===== src/rtl/ram_8kx32_arbiter_if.sv =====
// Bus bundle between two requesting ports, the arbiter and a single-port 8Kx32 RAM.
// The arbiter sits on the slave modport; the ports and the RAM model sit on the master side.
interface ram_8kx32_arbiter_if;
  logic        P0_REQ;
  logic        P0_LOCK;
  logic [3:0]  P0_WE;
  logic [12:0] P0_A;
  logic [31:0] P0_Di;
  logic        P0_GNT;
  logic        P0_DV;
  logic [31:0] P0_Do;

  logic        P1_REQ;
  logic        P1_LOCK;
  logic [3:0]  P1_WE;
  logic [12:0] P1_A;
  logic [31:0] P1_Di;
  logic        P1_GNT;
  logic        P1_DV;
  logic [31:0] P1_Do;

  logic        RAM_EN;
  logic [3:0]  RAM_WE;
  logic [12:0] RAM_A;
  logic [31:0] RAM_Di;
  logic [31:0] RAM_Do;

  modport slave (
    input  P0_REQ, P0_LOCK, P0_WE, P0_A, P0_Di,
    input  P1_REQ, P1_LOCK, P1_WE, P1_A, P1_Di,
    input  RAM_Do,
    output P0_GNT, P0_DV, P0_Do,
    output P1_GNT, P1_DV, P1_Do,
    output RAM_EN, RAM_WE, RAM_A, RAM_Di
  );

  modport master (
    output P0_REQ, P0_LOCK, P0_WE, P0_A, P0_Di,
    output P1_REQ, P1_LOCK, P1_WE, P1_A, P1_Di,
    output RAM_Do,
    input  P0_GNT, P0_DV, P0_Do,
    input  P1_GNT, P1_DV, P1_Do,
    input  RAM_EN, RAM_WE, RAM_A, RAM_Di
  );
endinterface


===== src/rtl/ram_8kx32_arbiter.sv =====
// Two-port arbiter for one 8Kx32 RAM: alternating priority on ties, optional lock ownership.
// Define ARB_LOCK_TIMEOUT_EN to force a locked port back to IDLE after LOCK_MAX grants.
module ram_8kx32_arbiter #(
  parameter int LOCK_MAX = 16
) (
  input  logic                 CLK,
  input  logic                 RESETn,
  ram_8kx32_arbiter_if.slave   bus
);

  typedef enum logic [1:0] {
    IDLE = 2'd0,
    OWN0 = 2'd1,
    OWN1 = 2'd2
  } state_e;

  state_e state_q, state_d;
  logic   last_q, last_d;   // 1: port 1 was granted most recently
  logic   dv0_q, dv0_d;
  logic   dv1_q, dv1_d;
  logic   gnt0, gnt1;
  logic   lock_expired;

`ifdef ARB_LOCK_TIMEOUT_EN
  logic [7:0] cnt_q, cnt_d;

  // The grant that took the lock counts as the first; the LOCK_MAX-th one releases it.
  assign lock_expired = (state_q != IDLE) && (cnt_q == 8'(LOCK_MAX - 1));

  always_comb begin
    cnt_d = cnt_q;
    if (state_d == IDLE)  cnt_d = 8'd0;
    else if (gnt0 || gnt1) cnt_d = cnt_q + 8'd1;
  end

  always_ff @(posedge CLK or negedge RESETn) begin
    if (!RESETn) cnt_q <= 8'd0;
    else         cnt_q <= cnt_d;
  end
`else
  assign lock_expired = 1'b0;
`endif

  // NOTE: every output of this block gets a default first so no path can infer a latch.
  always_comb begin
    state_d = state_q;
    last_d  = last_q;
    gnt0    = 1'b0;
    gnt1    = 1'b0;

    unique case (state_q)
      IDLE: begin
        if (bus.P0_REQ && bus.P1_REQ) begin
          gnt0 = last_q;
          gnt1 = !last_q;
        end else begin
          gnt0 = bus.P0_REQ;
          gnt1 = bus.P1_REQ;
        end
        if (gnt0 && bus.P0_LOCK)      state_d = OWN0;
        else if (gnt1 && bus.P1_LOCK) state_d = OWN1;
      end
      OWN0: begin
        gnt0 = bus.P0_REQ;
        if (!bus.P0_REQ || !bus.P0_LOCK || lock_expired) state_d = IDLE;
      end
      OWN1: begin
        gnt1 = bus.P1_REQ;
        if (!bus.P1_REQ || !bus.P1_LOCK || lock_expired) state_d = IDLE;
      end
      default: state_d = IDLE;
    endcase

    // Grants are combinational, so they must be forced low while reset is held.
    if (!RESETn) begin
      gnt0 = 1'b0;
      gnt1 = 1'b0;
    end

    if (gnt0)      last_d = 1'b0;
    else if (gnt1) last_d = 1'b1;
  end

  assign dv0_d = gnt0 && (bus.P0_WE == 4'b0000);
  assign dv1_d = gnt1 && (bus.P1_WE == 4'b0000);

  // NOTE: state registers use non-blocking assignments so every flop samples pre-edge values.
  always_ff @(posedge CLK or negedge RESETn) begin
    if (!RESETn) begin
      state_q <= IDLE;
      last_q  <= 1'b1;
      dv0_q   <= 1'b0;
      dv1_q   <= 1'b0;
    end else begin
      state_q <= state_d;
      last_q  <= last_d;
      dv0_q   <= dv0_d;
      dv1_q   <= dv1_d;
    end
  end

  assign bus.P0_GNT = gnt0;
  assign bus.P1_GNT = gnt1;
  assign bus.P0_DV  = dv0_q;
  assign bus.P1_DV  = dv1_q;
  assign bus.P0_Do  = bus.RAM_Do;
  assign bus.P1_Do  = bus.RAM_Do;

  assign bus.RAM_EN = gnt0 || gnt1;
  assign bus.RAM_WE = gnt0 ? bus.P0_WE : (gnt1 ? bus.P1_WE : 4'b0000);
  assign bus.RAM_A  = gnt1 ? bus.P1_A  : bus.P0_A;
  assign bus.RAM_Di = gnt1 ? bus.P1_Di : bus.P0_Di;

endmodule


===== src/flat_wrapper.sv =====
// flat-port wrapper written by rule: the top's interface ports become plain ports
module ram_8kx32_arbiter_flat 
#(
  parameter int LOCK_MAX = 16
)
  (CLK, RESETn, bus_P0_REQ, bus_P0_LOCK, bus_P0_WE, bus_P0_A, bus_P0_Di, bus_P1_REQ, bus_P1_LOCK, bus_P1_WE, bus_P1_A, bus_P1_Di, bus_RAM_Do, bus_P0_GNT, bus_P0_DV, bus_P0_Do, bus_P1_GNT, bus_P1_DV, bus_P1_Do, bus_RAM_EN, bus_RAM_WE, bus_RAM_A, bus_RAM_Di);
  ram_8kx32_arbiter_if bus_i ();
  input  logic CLK;
  input  logic RESETn;
  input wire logic [$bits(bus_i.P0_REQ)-1:0] bus_P0_REQ;
  input wire logic [$bits(bus_i.P0_LOCK)-1:0] bus_P0_LOCK;
  input wire logic [$bits(bus_i.P0_WE)-1:0] bus_P0_WE;
  input wire logic [$bits(bus_i.P0_A)-1:0] bus_P0_A;
  input wire logic [$bits(bus_i.P0_Di)-1:0] bus_P0_Di;
  input wire logic [$bits(bus_i.P1_REQ)-1:0] bus_P1_REQ;
  input wire logic [$bits(bus_i.P1_LOCK)-1:0] bus_P1_LOCK;
  input wire logic [$bits(bus_i.P1_WE)-1:0] bus_P1_WE;
  input wire logic [$bits(bus_i.P1_A)-1:0] bus_P1_A;
  input wire logic [$bits(bus_i.P1_Di)-1:0] bus_P1_Di;
  input wire logic [$bits(bus_i.RAM_Do)-1:0] bus_RAM_Do;
  output wire logic [$bits(bus_i.P0_GNT)-1:0] bus_P0_GNT;
  output wire logic [$bits(bus_i.P0_DV)-1:0] bus_P0_DV;
  output wire logic [$bits(bus_i.P0_Do)-1:0] bus_P0_Do;
  output wire logic [$bits(bus_i.P1_GNT)-1:0] bus_P1_GNT;
  output wire logic [$bits(bus_i.P1_DV)-1:0] bus_P1_DV;
  output wire logic [$bits(bus_i.P1_Do)-1:0] bus_P1_Do;
  output wire logic [$bits(bus_i.RAM_EN)-1:0] bus_RAM_EN;
  output wire logic [$bits(bus_i.RAM_WE)-1:0] bus_RAM_WE;
  output wire logic [$bits(bus_i.RAM_A)-1:0] bus_RAM_A;
  output wire logic [$bits(bus_i.RAM_Di)-1:0] bus_RAM_Di;
  assign bus_i.P0_REQ = bus_P0_REQ;
  assign bus_i.P0_LOCK = bus_P0_LOCK;
  assign bus_i.P0_WE = bus_P0_WE;
  assign bus_i.P0_A = bus_P0_A;
  assign bus_i.P0_Di = bus_P0_Di;
  assign bus_i.P1_REQ = bus_P1_REQ;
  assign bus_i.P1_LOCK = bus_P1_LOCK;
  assign bus_i.P1_WE = bus_P1_WE;
  assign bus_i.P1_A = bus_P1_A;
  assign bus_i.P1_Di = bus_P1_Di;
  assign bus_i.RAM_Do = bus_RAM_Do;
  assign bus_P0_GNT = bus_i.P0_GNT;
  assign bus_P0_DV = bus_i.P0_DV;
  assign bus_P0_Do = bus_i.P0_Do;
  assign bus_P1_GNT = bus_i.P1_GNT;
  assign bus_P1_DV = bus_i.P1_DV;
  assign bus_P1_Do = bus_i.P1_Do;
  assign bus_RAM_EN = bus_i.RAM_EN;
  assign bus_RAM_WE = bus_i.RAM_WE;
  assign bus_RAM_A = bus_i.RAM_A;
  assign bus_RAM_Di = bus_i.RAM_Di;
  ram_8kx32_arbiter #(.LOCK_MAX(LOCK_MAX)) u_core (.CLK(CLK), .RESETn(RESETn), .bus(bus_i));
endmodule

===== config.mk =====
export PLATFORM = sky130hd
export DESIGN_NAME = ram_8kx32_arbiter_flat
export DESIGN_NICKNAME = d
export VERILOG_FILES = /design/src/rtl/ram_8kx32_arbiter_if.sv /design/src/rtl/ram_8kx32_arbiter.sv /design/src/flat_wrapper.sv
export SDC_FILE = /design/constraint.sdc
export NUM_CORES = 1
export LEC_CHECK = 0
export ABC_AREA = 0
export ABC_CLOCK_PERIOD_IN_PS = 2400
export BUFFER_PORTS_ARGS = -buffer_cell sky130_fd_sc_hd__buf_4
export CELL_PAD_IN_SITES_DETAIL_PLACEMENT = 1
export CELL_PAD_IN_SITES_GLOBAL_PLACEMENT = 2
export CORE_ASPECT_RATIO = 0.8
export CORE_MARGIN = 2
export CORE_UTILIZATION = 11
export DETAILED_ROUTE_END_ITERATION = 16
export PLACE_DENSITY = 0.8
export REMOVE_ABC_BUFFERS = 1
export SLEW_MARGIN = 20
export SYNTH_ARGS = -nofsm -noshare
export SYNTH_HDL_FRONTEND = slang
export SYNTH_SLANG_ARGS = --single-unit
export TNS_END_PERCENT = 5

===== constraint.sdc =====
create_clock -name CLK -period 2.4 [get_ports CLK]
set_clock_uncertainty 0.2 [all_clocks]
set_input_delay 0.6 -clock CLK [delete_from_list [all_inputs] [get_ports CLK]]
set_output_delay 0.6 -clock CLK [all_outputs]
set_load 0.01 [all_outputs]

* Yosys cells after proc, flatten, opt, wreduce, memory -nomap -nowiden *
Index checks and enable logic that the tools add are counted.

storage, ports and cells
  memories = 0
  input bits = 136
  logic and storage cells = 46
  register bits after elaboration = 5
  bits in read-only memories = 0
  output and inout bits = 118
  bits in latches = 0
  RAM bits = 0

cells by class
  add/subtract/negate cells = 0
  bitwise operators = 0
  magnitude comparators = 0
  mux-type cells = 19
  reductions and logical operators = 18
  shift operators = 0
  eq/ne operators = 5
  multipliers = 0
  divide/modulo/power cells = 0

operators by type and width
  kind                  count
  $mux W32              1
  $mux W13              1
  $logic_not A4 Y1      2
  $mux W1               8
  $mux W2               4
  $mux W4               2
  $pmux W2 S3           1
  $logic_and A1 B1 Y1   5
  $logic_not A1 Y1      5
  $ne A2 B1 Y1 const B  2
  $pmux W1 S2           2
  $logic_or A1 B1 Y1    3
  $ne A3 B1 Y1 const B  1
  $reduce_and A3 Y1     1
  $eq A2 B1 Y1 const B  1
  $eq A2 B2 Y1 const B  1
  $logic_not A2 Y1      1
  $reduce_bool A2 Y1    1

* Longest topological paths before layout *
  depth in word-level cells = 7
  depth in mapped cells = 5
  mapped depth without buffers = 4

* Least setup slack after synthesis *
OpenSTA, ideal clock, no wires.

  path type = in2out
  start = in bus_P0_REQ
  end = out bus_RAM_A[0]
  buffers on the path = 2
  data required time = 1600 ps
  arrival time = 1428 ps
  path slack = 172 ps
  cell stages on the path = 5
  cells stage by stage = nand3b_1 nand2b_4 buf_6 buf_6 mux2_4

between the ends
  longest elaborated chain between the ends = 6

ends and longest elaborated chain
  element              RTL line                  source
  start, declared      flat_wrapper.sv:10        input wire logic [$bits(bus_i.P0_REQ)-1:0] bus_P0_REQ;
  $logic_and A1 B1 Y1  ram_8kx32_arbiter.sv:53   if (bus.P0_REQ && bus.P1_REQ) begin
  $mux W1              ram_8kx32_arbiter.sv:53
  $mux W1              ram_8kx32_arbiter.sv:51   unique case (state_q)
  $pmux W1 S2          ram_8kx32_arbiter.sv:51
  $mux W1              ram_8kx32_arbiter.sv:75   if (!RESETn) begin
  $mux W13             ram_8kx32_arbiter.sv:111  assign bus.RAM_A = gnt1 ? bus.P1_A : bus.P0_A;
  end, declared        flat_wrapper.sv:29        output wire logic [$bits(bus_i.RAM_A)-1:0] bus_RAM_A;

Every way passes these cells. The select of a mux whose other input is x is not followed.

* Worst setup path after layout *
  start = reg u_core.last_q
  end = out bus_RAM_Di[17]

between the ends
  longest elaborated chain between the ends = 6

ends and longest elaborated chain
  element                 RTL line                  source
  start, declared         ram_8kx32_arbiter.sv:18   logic last_q, last_d;
  start signal, assigned  ram_8kx32_arbiter.sv:96   last_q <= last_d;
  $logic_not A1 Y1        ram_8kx32_arbiter.sv:55   gnt1 = !last_q;
  $mux W1                 ram_8kx32_arbiter.sv:53
  $mux W1                 ram_8kx32_arbiter.sv:51
  $pmux W1 S2             ram_8kx32_arbiter.sv:51
  $mux W1                 ram_8kx32_arbiter.sv:75
  $mux W32                ram_8kx32_arbiter.sv:112  assign bus.RAM_Di = gnt1 ? bus.P1_Di : bus.P0_Di;
  end, declared           flat_wrapper.sv:30        output wire logic [$bits(bus_i.RAM_Di)-1:0] bus_RAM_Di;

Every way passes these cells. The select of a mux whose other input is x is not followed.

==> summary by stage <==
Synthesis
The count of yosys warnings during synthesis is 0. After synthesis, the netlist uses 20 different library cells. The sequential share of the synthesized area is 0.0915.

The area of the mapped netlist is 1380 um2. The post-synthesis instance total is 139. The average cell area after synthesis is 9.94 um2.

The register bit count reported by yosys is 5.

Layout
Leaving out fill and tap cells, the most frequent cell in the layout is buf_4. The number of cells in the finished layout apart from fillers is 417. In the layout the commonest cells are 118 x buf_4, 49 x buf_6, 45 x mux2_4. Compared with the post-synthesis result, the final layout area differs by 102%. 0 antenna diodes ended up in the layout.

Of the cells placed in the final design, the portion with a size suffix greater than 1 is 0.911. The number of nets in the layout is 383.

Worst setup path
Counting cells, the worst reg-to-reg path comes to 5. STA puts the critical path data required time at 1.60 ns. The beginning of the critical path is u_core.last_q$_DFFE_PN1P_. STA classifies the critical path startpoint as a flip-flop. The critical path in this run is classified as reg2out. The endpoint identified for the worst register-to-register timing path is u_core.bus.P1_DV$_DFF_PN0_. Of all nets on the critical path, the largest fanout is 7. The startpoint of the lowest-slack register-to-register path is u_core.last_q$_DFFE_PN1P_. The worst setup path is captured at a primary output.

The reg-to-reg setup timing slack is 0.80 ns. STA puts the critical path data arrival time at 1.79 ns.

Detailed routing
The first detailed-routing pass ran for 4 iterations. The routed design has 8.62 mm of wire. Dividing the detail-routed via count by the number of cells gives 3.62. The detail route stage leaves a number of antenna-violating nets equal to 0. The detailed-route wire length per cell is 20.7 um. The violation count after the first detailed-route iteration is 64.

Signal routing reaches up to met4. The routed design uses 1.35 mm of met3 wire. The wire length on met2 is 3.87 mm. The post-detailed-route DRC marker count is 0. The detailed router put a total of 3.37 mm of wire on met1. The routed layout has 1509 vias.

GRT
The total overflow left after global routing is 0. The initial antenna violation count came to 0. For this run, the total global-route usage over all layers was measured as 0.116. The global-route wire length before repair is 11.4 mm. Entering global routing, the biggest net connects 17 pins. The via count of the first global-routing pass is 1734.

Job
Across the run, the number of max-cap violations was 0.

Placement
Detailed placement ended at an HPWL of 7.05 mm. At the placement stage, the worst setup path has a slack of -0.0974 ns. The number of buffers inserted by port buffering is 157. The total placed cells including tap cells is 409. The congestion estimate from routability-driven global placement came to 0.764.

Clock network
The library cell used as clock root buffer is clkbuf_16. The maximum number of buffers from clock root to sink is 2. CTS built an H-tree with a depth of 1. The total CTS buffers is 3.

The clock tree from TritonCTS is done. CTS saw 5 sinks. Clock latency on the worst-skew pair, taken at its later pin, is 0.23 ns.

Clock-pin slew was measured on the worst setup and hold paths at 0.03 ns. The number of hold buffers added after cts is 0.

Run status
The run finished, with violations left. The final reports fail on setup timing.

STA
Headroom to the max-slew limit came out at 0.813. The worst hold slack is 0.0923 ns. At the pin with the least slew margin, the transition time is 0.281 ns. After routing, the total negative slack on setup checks comes to -8.00 ns. Once routing completed, OpenROAD measured the worst setup slack at -0.188 ns.

The number of pins with negative max-slew slack in the final report is 0. The post-route fraction of the period consumed by the critical path is 1.08. Setup violations remaining at the end of the flow were counted as 51. The maximum achievable frequency is 0.386 GHz. The count of final hold-check violations came to 0. The minimum clock period is 2.59 ns.

Setup repair after global routing could not meet its margin everywhere.

Power and ir drop
The leakage component of the power is 1.51 nW. The worst IR drop on VDD is 0.000167 V. The power density relative to cell area is 357 nW/um2.

Die
The number of ports placed on the die boundary is 254. The floorplan die area is 13500 um2. The floorplan step set the die height to 104 um. The initial utilization of the core area, before any placement, comes to 0.113.

The cell row count is 36. The placeable core area is 12200 um2. The die is 129 um wide.

Min path
The type of the tightest min-delay check is in2async.
how the worst max path moves through the flow:
stage	to	slack, ns	cells past startpoint
3_5_place_dp	bus_RAM_Di[14]	-0.1	6
5_1_grt	bus_RAM_Di[7]	-0.25	5
3_3_place_gp	bus_RAM_Di[14]	-0.05	6
4_1_cts	bus_RAM_Di[11]	-0.20	6
6_report	bus_RAM_Di[17]	-0.19	5
2_1_floorplan	bus_RAM_WE[0]	-0.12	4
layer usage:
metal,vias to the layer above,GRT usage
met5,-,0.0431
met4,0,0.0116
met3,2,0.0895
met2,134,0.163
met1,743,0.140
li1,630,-
Yosys cell counts:
library cell  instances  area, um2
nor4bb_1              1       10.0
buf_6                 3       33.8
mux2_4               18        270
or4_1                 2       15.0
buf_2                 2       10.0
inv_1                 1       3.75
nor3_1                1       5.00
nand3b_1              2       15.0
nand3b_4              1       20.0
o21ai_0               2       10.0
a22o_1                4       35.0
and4b_1               1       10.0
nand2b_4              1       13.8
dfrtp_1               4        100
nor2_1                2       7.51
dfstp_2               1       26.3
mux2_2               27        304
nor3b_1               1       7.51
nand2_1               1       3.75
buf_4                64        480
critical path, cell delays in order, from the launching register on:
cell,delay (ns)
dfstp_2,0.53
nand3b_1,0.15
nand2b_4,0.24
clkbuf_16,0.21
mux2_4,0.31
buf_6,0.12
repair_timing:
action                     in CTS  in global routing
pin swaps                       4                  2
setup endpoints to repair      50                 51
gates resized for setup        57                 26
cloned                          1                  1
setup buffers                   5                  1
sequential cells by signal, indices dropped and copies added, names as in the netlist:
signal / cells
u_core.state_q: 2
u_core.bus.P1_DV: 1
u_core.last_q: 1
u_core.bus.P0_DV: 1
cell families (layout without fill, tap and decap cells):
| logic type | Yosys count | in the layout | synth area share |
|---|---|---|---|
| flip-flops | 5 | 5 | 0.0915 |
| multiplexers | 45 | 45 | 0.416 |
| AO/OA/AOI/OAI | 6 | 6 | 0.0326 |
| buffers and inverters | 70 | 177 | 0.382 |
| AND/OR/NAND/NOR | 13 | 13 | 0.0779 |
stage by stage:
step / cell area, um2 / util / total power, W
2_1_floorplan: 857 / - / 0.000296
3_3_place_gp: 2370 / 0.194 / 0.000596
3_5_place_dp: 2370 / 0.194 / 0.000610
4_1_cts: 2730 / 0.224 / 0.000983
5_1_grt: 2790 / 0.229 / 0.00105
6_report: 2790 / 0.229 / 0.000997
cell type report:
type | count | area (um2)
repair buffers | 172 | 1540
inverters | 1 | 6.26
well taps | 171 | 214
multi-input cells | 64 | 828
clock buffers | 4 | 78.8
fillers | 1402 | 9420
flip-flops and latches | 5 | 126
power by group:
group	internal (W)	switching (W)
clock	0.000220	0.0000545
combinational	0.000408	0.000213
sequential	0.0000956	0.00000538
Power figures use the tool's default switching activity.
